--- src/rtl/ex_mem_stage.sv ---
// Execute stage of a five-stage MIPS-style pipeline plus the EX/MEM pipeline register.
// Forwarded operands feed the ALU; the result, store data, destination and branch decision are registered.
module ex_mem_stage (
    input  logic        clk,
    input  logic        rst_n,
    input  logic        stall,
    input  logic        flush,
    input  logic        Regdst,
    input  logic        beq,
    input  logic        bne,
    input  logic        MemRead,
    input  logic        MemWrite,
    input  logic        MemtoReg,
    input  logic        RegWrite,
    input  logic [1:0]  ALUOp,
    input  logic        ALUsrc,
    input  logic [31:0] pc_plus4,
    input  logic [31:0] rs_data,
    input  logic [31:0] rt_data,
    input  logic [31:0] imm,
    input  logic [4:0]  shamt,
    input  logic [5:0]  funct,
    input  logic [4:0]  rt_addr,
    input  logic [4:0]  rd_addr,
    input  logic [1:0]  fwd_a,
    input  logic [1:0]  fwd_b,
    input  logic [31:0] wb_data,
    output logic [31:0] alu_result_out,
    output logic [31:0] store_data_out,
    output logic [4:0]  dst_addr_out,
    output logic [31:0] branch_target_out,
    output logic        pc_src_out,
    output logic        MemReadout,
    output logic        MemWriteout,
    output logic        MemtoRegout,
    output logic        RegWriteout
);

    localparam logic [1:0] ALUOP_ADD   = 2'b00;
    localparam logic [1:0] ALUOP_SUB   = 2'b01;
    localparam logic [1:0] ALUOP_RTYPE = 2'b10;
    localparam logic [1:0] ALUOP_OR    = 2'b11;

    localparam logic [5:0] FN_SLL = 6'h00;
    localparam logic [5:0] FN_SRL = 6'h02;
    localparam logic [5:0] FN_ADD = 6'h20;
    localparam logic [5:0] FN_SUB = 6'h22;
    localparam logic [5:0] FN_AND = 6'h24;
    localparam logic [5:0] FN_OR  = 6'h25;
    localparam logic [5:0] FN_NOR = 6'h27;
    localparam logic [5:0] FN_SLT = 6'h2A;

    logic [31:0] r_alu_result;
    logic [31:0] r_store_data;
    logic [4:0]  r_dst_addr;
    logic [31:0] r_branch_target;
    logic        r_pc_src;
    logic        r_mem_read;
    logic        r_mem_write;
    logic        r_mem_to_reg;
    logic        r_reg_write;

    logic [31:0] w_op_a;
    logic [31:0] w_op_bf;
    logic [31:0] w_op_b;
    logic [31:0] w_alu_result;
    logic        w_zero;
    logic        w_taken;
    logic [4:0]  w_dst_addr;
    logic [31:0] w_branch_target;

    // Select 01 loops back the value currently held in the pipeline register.
    function automatic logic [31:0] fwd_mux(input logic [1:0] sel,
                                            input logic [31:0] reg_val,
                                            input logic [31:0] mem_val,
                                            input logic [31:0] wb_val);
        logic [31:0] v;
        case (sel)
            2'b01:   v = mem_val;
            2'b10:   v = wb_val;
            default: v = reg_val;
        endcase
        return v;
    endfunction

    always_comb begin
        w_op_a  = fwd_mux(fwd_a, rs_data, r_alu_result, wb_data);
        w_op_bf = fwd_mux(fwd_b, rt_data, r_alu_result, wb_data);
        w_op_b  = ALUsrc ? imm : w_op_bf;
    end

    always_comb begin
        w_alu_result = 32'd0;
        case (ALUOp)
            ALUOP_ADD: w_alu_result = w_op_a + w_op_b;
            ALUOP_SUB: w_alu_result = w_op_a - w_op_b;
            ALUOP_OR:  w_alu_result = w_op_a | w_op_b;
            ALUOP_RTYPE: begin
                case (funct)
                    FN_ADD:  w_alu_result = w_op_a + w_op_b;
                    FN_SUB:  w_alu_result = w_op_a - w_op_b;
                    FN_AND:  w_alu_result = w_op_a & w_op_b;
                    FN_OR:   w_alu_result = w_op_a | w_op_b;
                    FN_NOR:  w_alu_result = ~(w_op_a | w_op_b);
                    FN_SLT:  w_alu_result = {31'd0, ($signed(w_op_a) < $signed(w_op_b))};
                    FN_SLL:  w_alu_result = w_op_b << shamt;
                    FN_SRL:  w_alu_result = w_op_b >> shamt;
                    default: w_alu_result = 32'd0;
                endcase
            end
            default: w_alu_result = 32'd0;
        endcase
    end

    always_comb begin
        w_zero          = (w_alu_result == 32'd0);
        w_taken         = (beq & w_zero) | (bne & ~w_zero);
        w_dst_addr      = Regdst ? rd_addr : rt_addr;
        w_branch_target = pc_plus4 + {imm[29:0], 2'b00};
    end

    // Reset outranks flush, flush outranks stall.
    always_ff @(posedge clk) begin
        if (!rst_n || flush) begin
            r_alu_result    <= 32'd0;
            r_store_data    <= 32'd0;
            r_dst_addr      <= 5'd0;
            r_branch_target <= 32'd0;
            r_pc_src        <= 1'b0;
            r_mem_read      <= 1'b0;
            r_mem_write     <= 1'b0;
            r_mem_to_reg    <= 1'b0;
            r_reg_write     <= 1'b0;
        end else if (!stall) begin
            r_alu_result    <= w_alu_result;
            r_store_data    <= w_op_bf;
            r_dst_addr      <= w_dst_addr;
            r_branch_target <= w_branch_target;
            r_pc_src        <= w_taken;
            r_mem_read      <= MemRead;
            r_mem_write     <= MemWrite;
            r_mem_to_reg    <= MemtoReg;
            r_reg_write     <= RegWrite;
        end
    end

    assign alu_result_out    = r_alu_result;
    assign store_data_out    = r_store_data;
    assign dst_addr_out      = r_dst_addr;
    assign branch_target_out = r_branch_target;
    assign pc_src_out        = r_pc_src;
    assign MemReadout        = r_mem_read;
    assign MemWriteout       = r_mem_write;
    assign MemtoRegout       = r_mem_to_reg;
    assign RegWriteout       = r_reg_write;

endmodule

--- config.mk ---
export PLATFORM = sky130hd
export DESIGN_NAME = ex_mem_stage
export DESIGN_NICKNAME = d
export VERILOG_FILES = /design/src/rtl/ex_mem_stage.sv
export SDC_FILE = /design/constraint.sdc
export NUM_CORES = 1
export LEC_CHECK = 0
export CAP_MARGIN = 20
export CELL_PAD_IN_SITES_DETAIL_PLACEMENT = 0
export CELL_PAD_IN_SITES_GLOBAL_PLACEMENT = 1
export CORE_AREA = 2 2 209 211
export DETAILED_ROUTE_END_ITERATION = 8
export DIE_AREA = 0 0 211 213
export MAX_ROUTING_LAYER = met4
export PLACE_DENSITY = 0.95
export SETUP_SLACK_MARGIN = 0.3
export SYNTH_ARGS = -nofsm -noshare
export SYNTH_HDL_FRONTEND = slang
export SYNTH_SLANG_ARGS = --single-unit
--- constraint.sdc ---
create_clock -name clk -period 11.72 [get_ports clk]
set_input_delay 2.344 -clock clk [delete_from_list [all_inputs] [get_ports clk]]
set_output_delay 2.344 -clock clk [all_outputs]
set_load 0.01 [all_outputs]
==> results of run 1 <==
==> worst paths after layout <==
path | start | cells past startpoint | slack, ps | endpoint
worst max-delay path | fwd_b[0] | 21 | 2150 | pc_src_out
worst min-delay path | branch_target_out[4] | 2 | 470 | branch_target_out[4]
worst max register to register | alu_result_out[9] | 18 | 4880 | pc_src_out
worst min register to register | branch_target_out[4] | 2 | 470 | branch_target_out[4]
==> layer usage <==
layer	wire length [um]	global-route usage
met1	39570	0.5700
met2	40930	0.6334
met3	11550	0.09104
met4	4598	0.1695
met5	0	-
==> logic make-up (layout without fill, tap and decap cells) <==
kind of cell               after synthesis  after routing
AOI/OAI and AO/OA                      906            906
and+or+nand+nor                        973            973
adders and majority gates              134            134
xor gates and xnor gates                80             80
muxes                                  121            121
other                                    0              2
DFF                                    106            106
buffers and inverters                  330            496
==> stage by stage <==
stage / setup WS (ps) / total power [W] / cell area (um^2) / std cells / utilization
after global placement: 2322 / 0.001668 / 21490 / 3347 / 0.5033
after floorplan: 3108 / 0.001218 / 18200 / 2650 / -
after global routing: 1890 / 0.002153 / 21790 / 3364 / 0.5104
final: 2153 / 0.002065 / 21790 / 3364 / 0.5104
after CTS: 2499 / 0.002018 / 21790 / 3362 / 0.5103
after detailed placement: 2136 / 0.001669 / 21490 / 3347 / 0.5033
==> area by class of cell <==
class / instances / area [um^2]
Clock inverter: 6 / 73.82
Sequential cell: 106 / 2122
Clock buffer: 9 / 225.2
Inverter: 132 / 495.5
Fill cell: 4275 / 20910
Antenna cell: 2 / 5.005
Timing Repair Buffer: 349 / 3359
Multi-Input combinational cell: 2214 / 14830
Tap cell: 546 / 683.2
==> cells in the final DEF (no fill, tap or decap), drive strengths merged, types with 44 or more instances in the layout <==
master	count
clkdlybuf4s50	298
nor2	297
mux2i	82
o21ai	138
nand2	225
buf	51
ha	133
nand2b	44
inv	132
dfxtp	106
a22oi	58
nand3	53
nor3	127
xnor2	65
a21oi	216
==> worst min-delay path, cell delays in order (launching register included) <==
cell,delay [ps]
dfxtp_1,320
nand2_1,60
a21oi_1,50
==> sequential cells by signal, indices dropped and copies added (netlist names) <==
signal and flops:
pc_src_out 1, MemWriteout 1, branch_target_out 32, MemReadout 1, store_data_out 32, RegWriteout 1, dst_addr_out 5, MemtoRegout 1
alu_result_out 32
==> where the power goes <==
part | internal, W | leakage, nW | switching (W)
clock | 0.000168 | 0.140 | 0.000173
combinational | 0.000486 | 7.45 | 0.000842
sequential | 0.000377 | 0.863 | 0.0000189
total | 0.00103 | 8.46 | 0.00103
==> results.sh, run 1 <==
export IMPL_drive_gt1_frac=0.05753
export IMPL_drc=0
export IMPL_grt_pass1_wl_um=140800
export IMPL_synthesis_area_um2=18200
export IMPL_die_area_um2=44940
export IMPL_synth_fa_ha_area_frac=0.09255
export IMPL_port_buffers=304
export IMPL_syn_to_final_growth_pct=19.76
export IMPL_drv_cap=0
export IMPL_max_stage_delay_ps=840
export IMPL_synth_top_family_by_area="compound AO/OA/AOI/OAI gates"
export IMPL_criticalPathCategory="in -> reg"
export IMPL_worst_slew_pin_slew_ps=1150
export IMPL_track_usage=0.4289
export IMPL_gp_congestion=1.070
export IMPL_end_kind="flop"
export IMPL_cts_resized=0
export IMPL_setup_violations=0
export IMPL_async_reset_ff_frac=0
export IMPL_rsz0062_at_grt="false"
export IMPL_post_cts_buffers=0
export IMPL_critical_path_top_delay_family="compound AO/OA/AOI/OAI gates"
export IMPL_synth_compound_area_frac=0.3434
export IMPL_crit_required_ps=12050
export IMPL_clk_path_buf_depth=2
export IMPL_routed_wl_um=96650
export IMPL_crit_path_cell_trace="clkdlybuf4s50_1 > inv_1 > ha_2 > nor2b_1 > nor2_1 > a21boi_0 > ha_1 > a21oi_1 > o31ai_1 > a211oi_1 > a2bb2oi_1 > o211ai_1 > a211oi_1 > o311ai_0 > a2111oi_0 > a21oi_1 > or4b_1 > a31oi_1 > nor4_2 > and4_1 > a211oi_2"
export IMPL_fmax_mhz=104.5
export IMPL_post_drt_wl_per_cell_um=28.73
export IMPL_leakage_nw=8.457
export IMPL_min_period_ps=9567
export IMPL_synth_mux_area_fraction=0.08348
export IMPL_synthXorXnorAreaFrac=0.03851
export IMPL_synthSimpleGateAreaFrac=0.2557
export IMPL_grt_antenna_before_repair=2
export IMPL_grt_pass1_vias=21460
export IMPL_cts_buffers=9
export IMPL_clock_sinks=106
export IMPL_clock_skew_final_ps=17.72
export IMPL_netlist_instances=2650
export IMPL_clk_pin_slew_ps=90
export IMPL_grt_max_degree=92
export IMPL_period_share=0.8163
export IMPL_num_io_pins=305
export IMPL_ant_nets=0
export IMPL_worst_setup_path_start_kind="input pin"
export IMPL_via_per_inst=6.856
export IMPL_avgSynthCellArea_um2=6.866
export IMPL_start_util=0.4262
export IMPL_setup_tns_ps=0
export IMPL_hold_viol_final=0
export IMPL_yosysMostFrequentCell="nor2_1"
export IMPL_hold_ws_ps=468.6
export IMPL_critPathBufInv=2
export IMPL_cts_root_buffer="clkbuf_16"
export IMPL_cts_htree_levels=3
export IMPL_slew_violations=0
export IMPL_ir_drop_mv=0.05955
export IMPL_slowest_stage="a21boi_0"
export IMPL_vias=23070
export IMPL_cts_hold_buffers=0
export IMPL_overflow=0
export IMPL_dp_final_hpwl_um=76080
export IMPL_yosys_cell_types_count=85
export IMPL_nets=3145
export IMPL_synth_seq_cells=106
export IMPL_ys_top_cells_by_area="dfxtp_1 12%, ha_1 9.1%, nor2_1 6.1%"
export IMPL_core_um2=42700
export IMPL_clk_latency_ps=400
export IMPL_syn_nets=2983
export IMPL_slew_headroom=0.2117
export IMPL_critical_path_arrival_ps=9890
export IMPL_powerDensity_nw_per_um2=94.78
export IMPL_drt_pass1_iter_count=7
export IMPL_first_iter_violations=3595
export IMPL_hold_path_class="reg -> reg"
export IMPL_synth_main_ff_cell="dfxtp_1"
export IMPL_netlist_area_leader_share=0.1166
export IMPL_synth_edff_count=0
export IMPL_synth_common_cells="297 x nor2_1, 225 x nand2_1, 216 x a21oi_1"
export IMPL_synth_top_cell_by_area="dfxtp_1"
export IMPL_status="complete, no violations"
export IMPL_rows=76
export IMPL_seq_area_frac_synth=0.1166
export IMPL_die_width_um=211
export IMPL_tritoncts="built"
export IMPL_die_height_um=213
export IMPL_ys_warnings_count=0
export IMPL_path_max_fanout=37
No activity file was read; power rests on OpenSTA's default activity.
==> inputs of run 2 (changes only) <==
--- a/config.mk
+++ b/config.mk
@@ -8,11 +8,11 @@
 export CAP_MARGIN = 20
 export CELL_PAD_IN_SITES_DETAIL_PLACEMENT = 0
 export CELL_PAD_IN_SITES_GLOBAL_PLACEMENT = 1
-export CORE_AREA = 2 2 209 211
+export CORE_AREA = 2 2 228 230
 export DETAILED_ROUTE_END_ITERATION = 8
-export DIE_AREA = 0 0 211 213
+export DIE_AREA = 0 0 230 232
 export MAX_ROUTING_LAYER = met4
-export PLACE_DENSITY = 0.95
+export PLACE_DENSITY = 0.9
 export SETUP_SLACK_MARGIN = 0.3
 export SYNTH_ARGS = -nofsm -noshare
 export SYNTH_HDL_FRONTEND = slang
==> constraint.sdc (replaced) <==
create_clock -name clk -period 8.2 [get_ports clk]
set_input_delay 1.64 -clock clk [delete_from_list [all_inputs] [get_ports clk]]
set_output_delay 1.64 -clock clk [all_outputs]
set_load 0.01 [all_outputs]
==> results.sh, run 2 (synthesized netlist as in run 1, its figures left out) <==
export IMPL_slew_headroom=0.3145
export IMPL_critPathLaunch="fwd_a[1]"
export IMPL_grt_antenna_before_repair=5
export IMPL_cts_buffers=9
export IMPL_slowest_stage="or4_1"
export IMPL_dp_final_hpwl_um=83170
export IMPL_leakage_nw=9.290
export IMPL_drive_gt1_frac=0.1129
export IMPL_r2r_end="pc_src_out"
export IMPL_rows=83
export IMPL_reg2reg_setup_slack_ps=2380
export IMPL_crit_end="pc_src_out"
export IMPL_grt_pass1_vias=22220
export IMPL_most_common_layout_cells="297 x clkdlybuf4s50_1, 296 x nor2_1, 225 x nand2_1"
export IMPL_wl_met2_um=45100
export IMPL_hold_ws_ps=472.8
export IMPL_path_max_fanout=9
export IMPL_cts_hold_buffers=0
export IMPL_clock_sinks=106
export IMPL_worst_setup_path_start_kind="input pin"
export IMPL_p_total_w=0.003148
export IMPL_r2r_start="alu_result_out[0]"
export IMPL_min_period_ps=7614
export IMPL_ant_nets=0
export IMPL_setup_violations=0
export IMPL_routed_wl_um=103100
export IMPL_rsz0062_at_grt="false"
export IMPL_critPathBufInv=5
export IMPL_track_usage=0.3837
export IMPL_critical_path_top_delay_family="simple AND/OR/NAND/NOR gates"
export IMPL_clock_skew_final_ps=27.73
export IMPL_hold_viol_final=0
export IMPL_critical_path_arrival_ps=7920
export IMPL_cpMostUsedCell="ha_1"
export IMPL_hold_path_class="reg -> reg"
export IMPL_clk_path_buf_depth=2
export IMPL_gp_congestion=1.047
export IMPL_tritoncts="built"
export IMPL_max_stage_delay_ps=590
export IMPL_die_height_um=232
export IMPL_post_drt_wl_per_cell_um=28.10
export IMPL_syn_to_final_growth_pct=28.07
export IMPL_cp_depth=23
export IMPL_powerDensity_nw_per_um2=135.1
export IMPL_drt_pass1_iter_count=6
export IMPL_vias=23490
export IMPL_start_util=0.3576
export IMPL_via_per_inst=6.398
export IMPL_slew_violations=0
export IMPL_period_share=0.9285
export IMPL_criticalPathCategory="in -> reg"
export IMPL_nets=3315
export IMPL_num_io_pins=305
export IMPL_wl_met3_um=10580
export IMPL_status="complete, no violations"
export IMPL_worst_slew_pin_slew_ps=1024
export IMPL_cts_htree_levels=3
export IMPL_finalNonFillerCells=3671
export IMPL_fmax_mhz=131.3
export IMPL_first_iter_violations=3192
export IMPL_end_kind="flop"
export IMPL_final_common_cell="clkdlybuf4s50_1"
export IMPL_crit_path_cell_trace="clkdlybuf4s50_1 > inv_1 > ha_1 > buf_4 > a221o_1 > and2_1 > inv_2 > ha_1 > ha_1 > a21oi_1 > o21ai_0 > a31oi_1 > xnor2_1 > a211oi_1 > nand4_1 > a221oi_1 > nand4_1 > or4_1 > or4b_1 > nor4_2 > buf_4 > and4_1 > a211oi_2"
export IMPL_clk_latency_ps=410
export IMPL_crit_required_ps=8510
export IMPL_drv_cap=0
export IMPL_overflow=0
export IMPL_drc=0
export IMPL_wl_met1_um=43560
export IMPL_setup_tns_ps=0
export IMPL_die_width_um=230
export IMPL_rr_worst_depth=20
export IMPL_top_layer="met4"
export IMPL_ir_drop_mv=0.1024
export IMPL_cts_root_buffer="clkbuf_16"
export IMPL_port_buffers=304
export IMPL_dp_cells=3651
export IMPL_die_area_um2=53360
export IMPL_core_um2=50890
export IMPL_grt_pass1_wl_um=149900
export IMPL_grt_max_degree=89
export IMPL_clk_pin_slew_ps=110
==> run 2: cell count changes in the layout (fill, tap and decap cells not counted), sizes merged <==
cell / change
bufinv: -1
clkinv: +2
clkdlybuf4s50: -1
clkinvlp: -1
diode: +3
buf: +171
==> run 2: worst min-delay path, stage by stage, from the launching register on <==
cell and delay, ps:
dfxtp_1 320, nand2_1 60, a21oi_1 50
==> run 2: metal layers <==
metal	vias up	GRT usage
met2	1492	0.5841
li1	10550	-
met1	11220	0.5089
met5	-	-
met4	0	0.1288
met3	224	0.07195
==> run 2: through the flow <==
| stage | instance area (um^2) | utilization | worst slack [ps] |
|---|---|---|---|
| floorplan | 18200 | - | 403.6 |
| global placement | 23000 | 0.4520 | 320.5 |
| detailed placement | 23000 | 0.4520 | 307.0 |
| CTS | 23270 | 0.4574 | 702.8 |
| global route | 23300 | 0.4580 | 318.1 |
| finish | 23300 | 0.4580 | 586.2 |
==> run 2: cell type report <==
type	instances	area, um^2
fillers	5306	27580
multi-input cells	2214	14860
repair buffers	519	4693
flip-flops and latches	106	2122
well taps	680	850.8
inverters	132	495.5
clock buffers	9	225.2
clock inverters	6	47.55
diodes	5	12.51
==> run 2: worst min path at each step <==
| stage | from | endpoint | cells past startpoint |
|---|---|---|---|
| 4_1_cts | branch_target_out[9] | branch_target_out[9] | 2 |
| 6_report | branch_target_out[9] | branch_target_out[9] | 2 |
| 5_1_grt | branch_target_out[9] | branch_target_out[9] | 2 |
| 3_5_place_dp | branch_target_out[9] | branch_target_out[9] | 2 |
| 3_3_place_gp | branch_target_out[17] | branch_target_out[17] | 2 |
| 2_1_floorplan | store_data_out[26] | store_data_out[26] | 2 |
==> run 2: power breakdown <==
part | internal [W] | switching (W) | total, W
clock network | 0.000209 | 0.000262 | 0.000471
logic | 0.000835 | 0.00128 | 0.00211
registers | 0.000539 | 0.0000261 | 0.000565
total | 0.00158 | 0.00156 | 0.00315
==> run 2: repair_timing <==
item,4_1_cts,5_1_grt
gates resized for setup,0,3
setup buffers,0,0
setup endpoints to repair,0,1
endpoints found under the hold margin,0,0
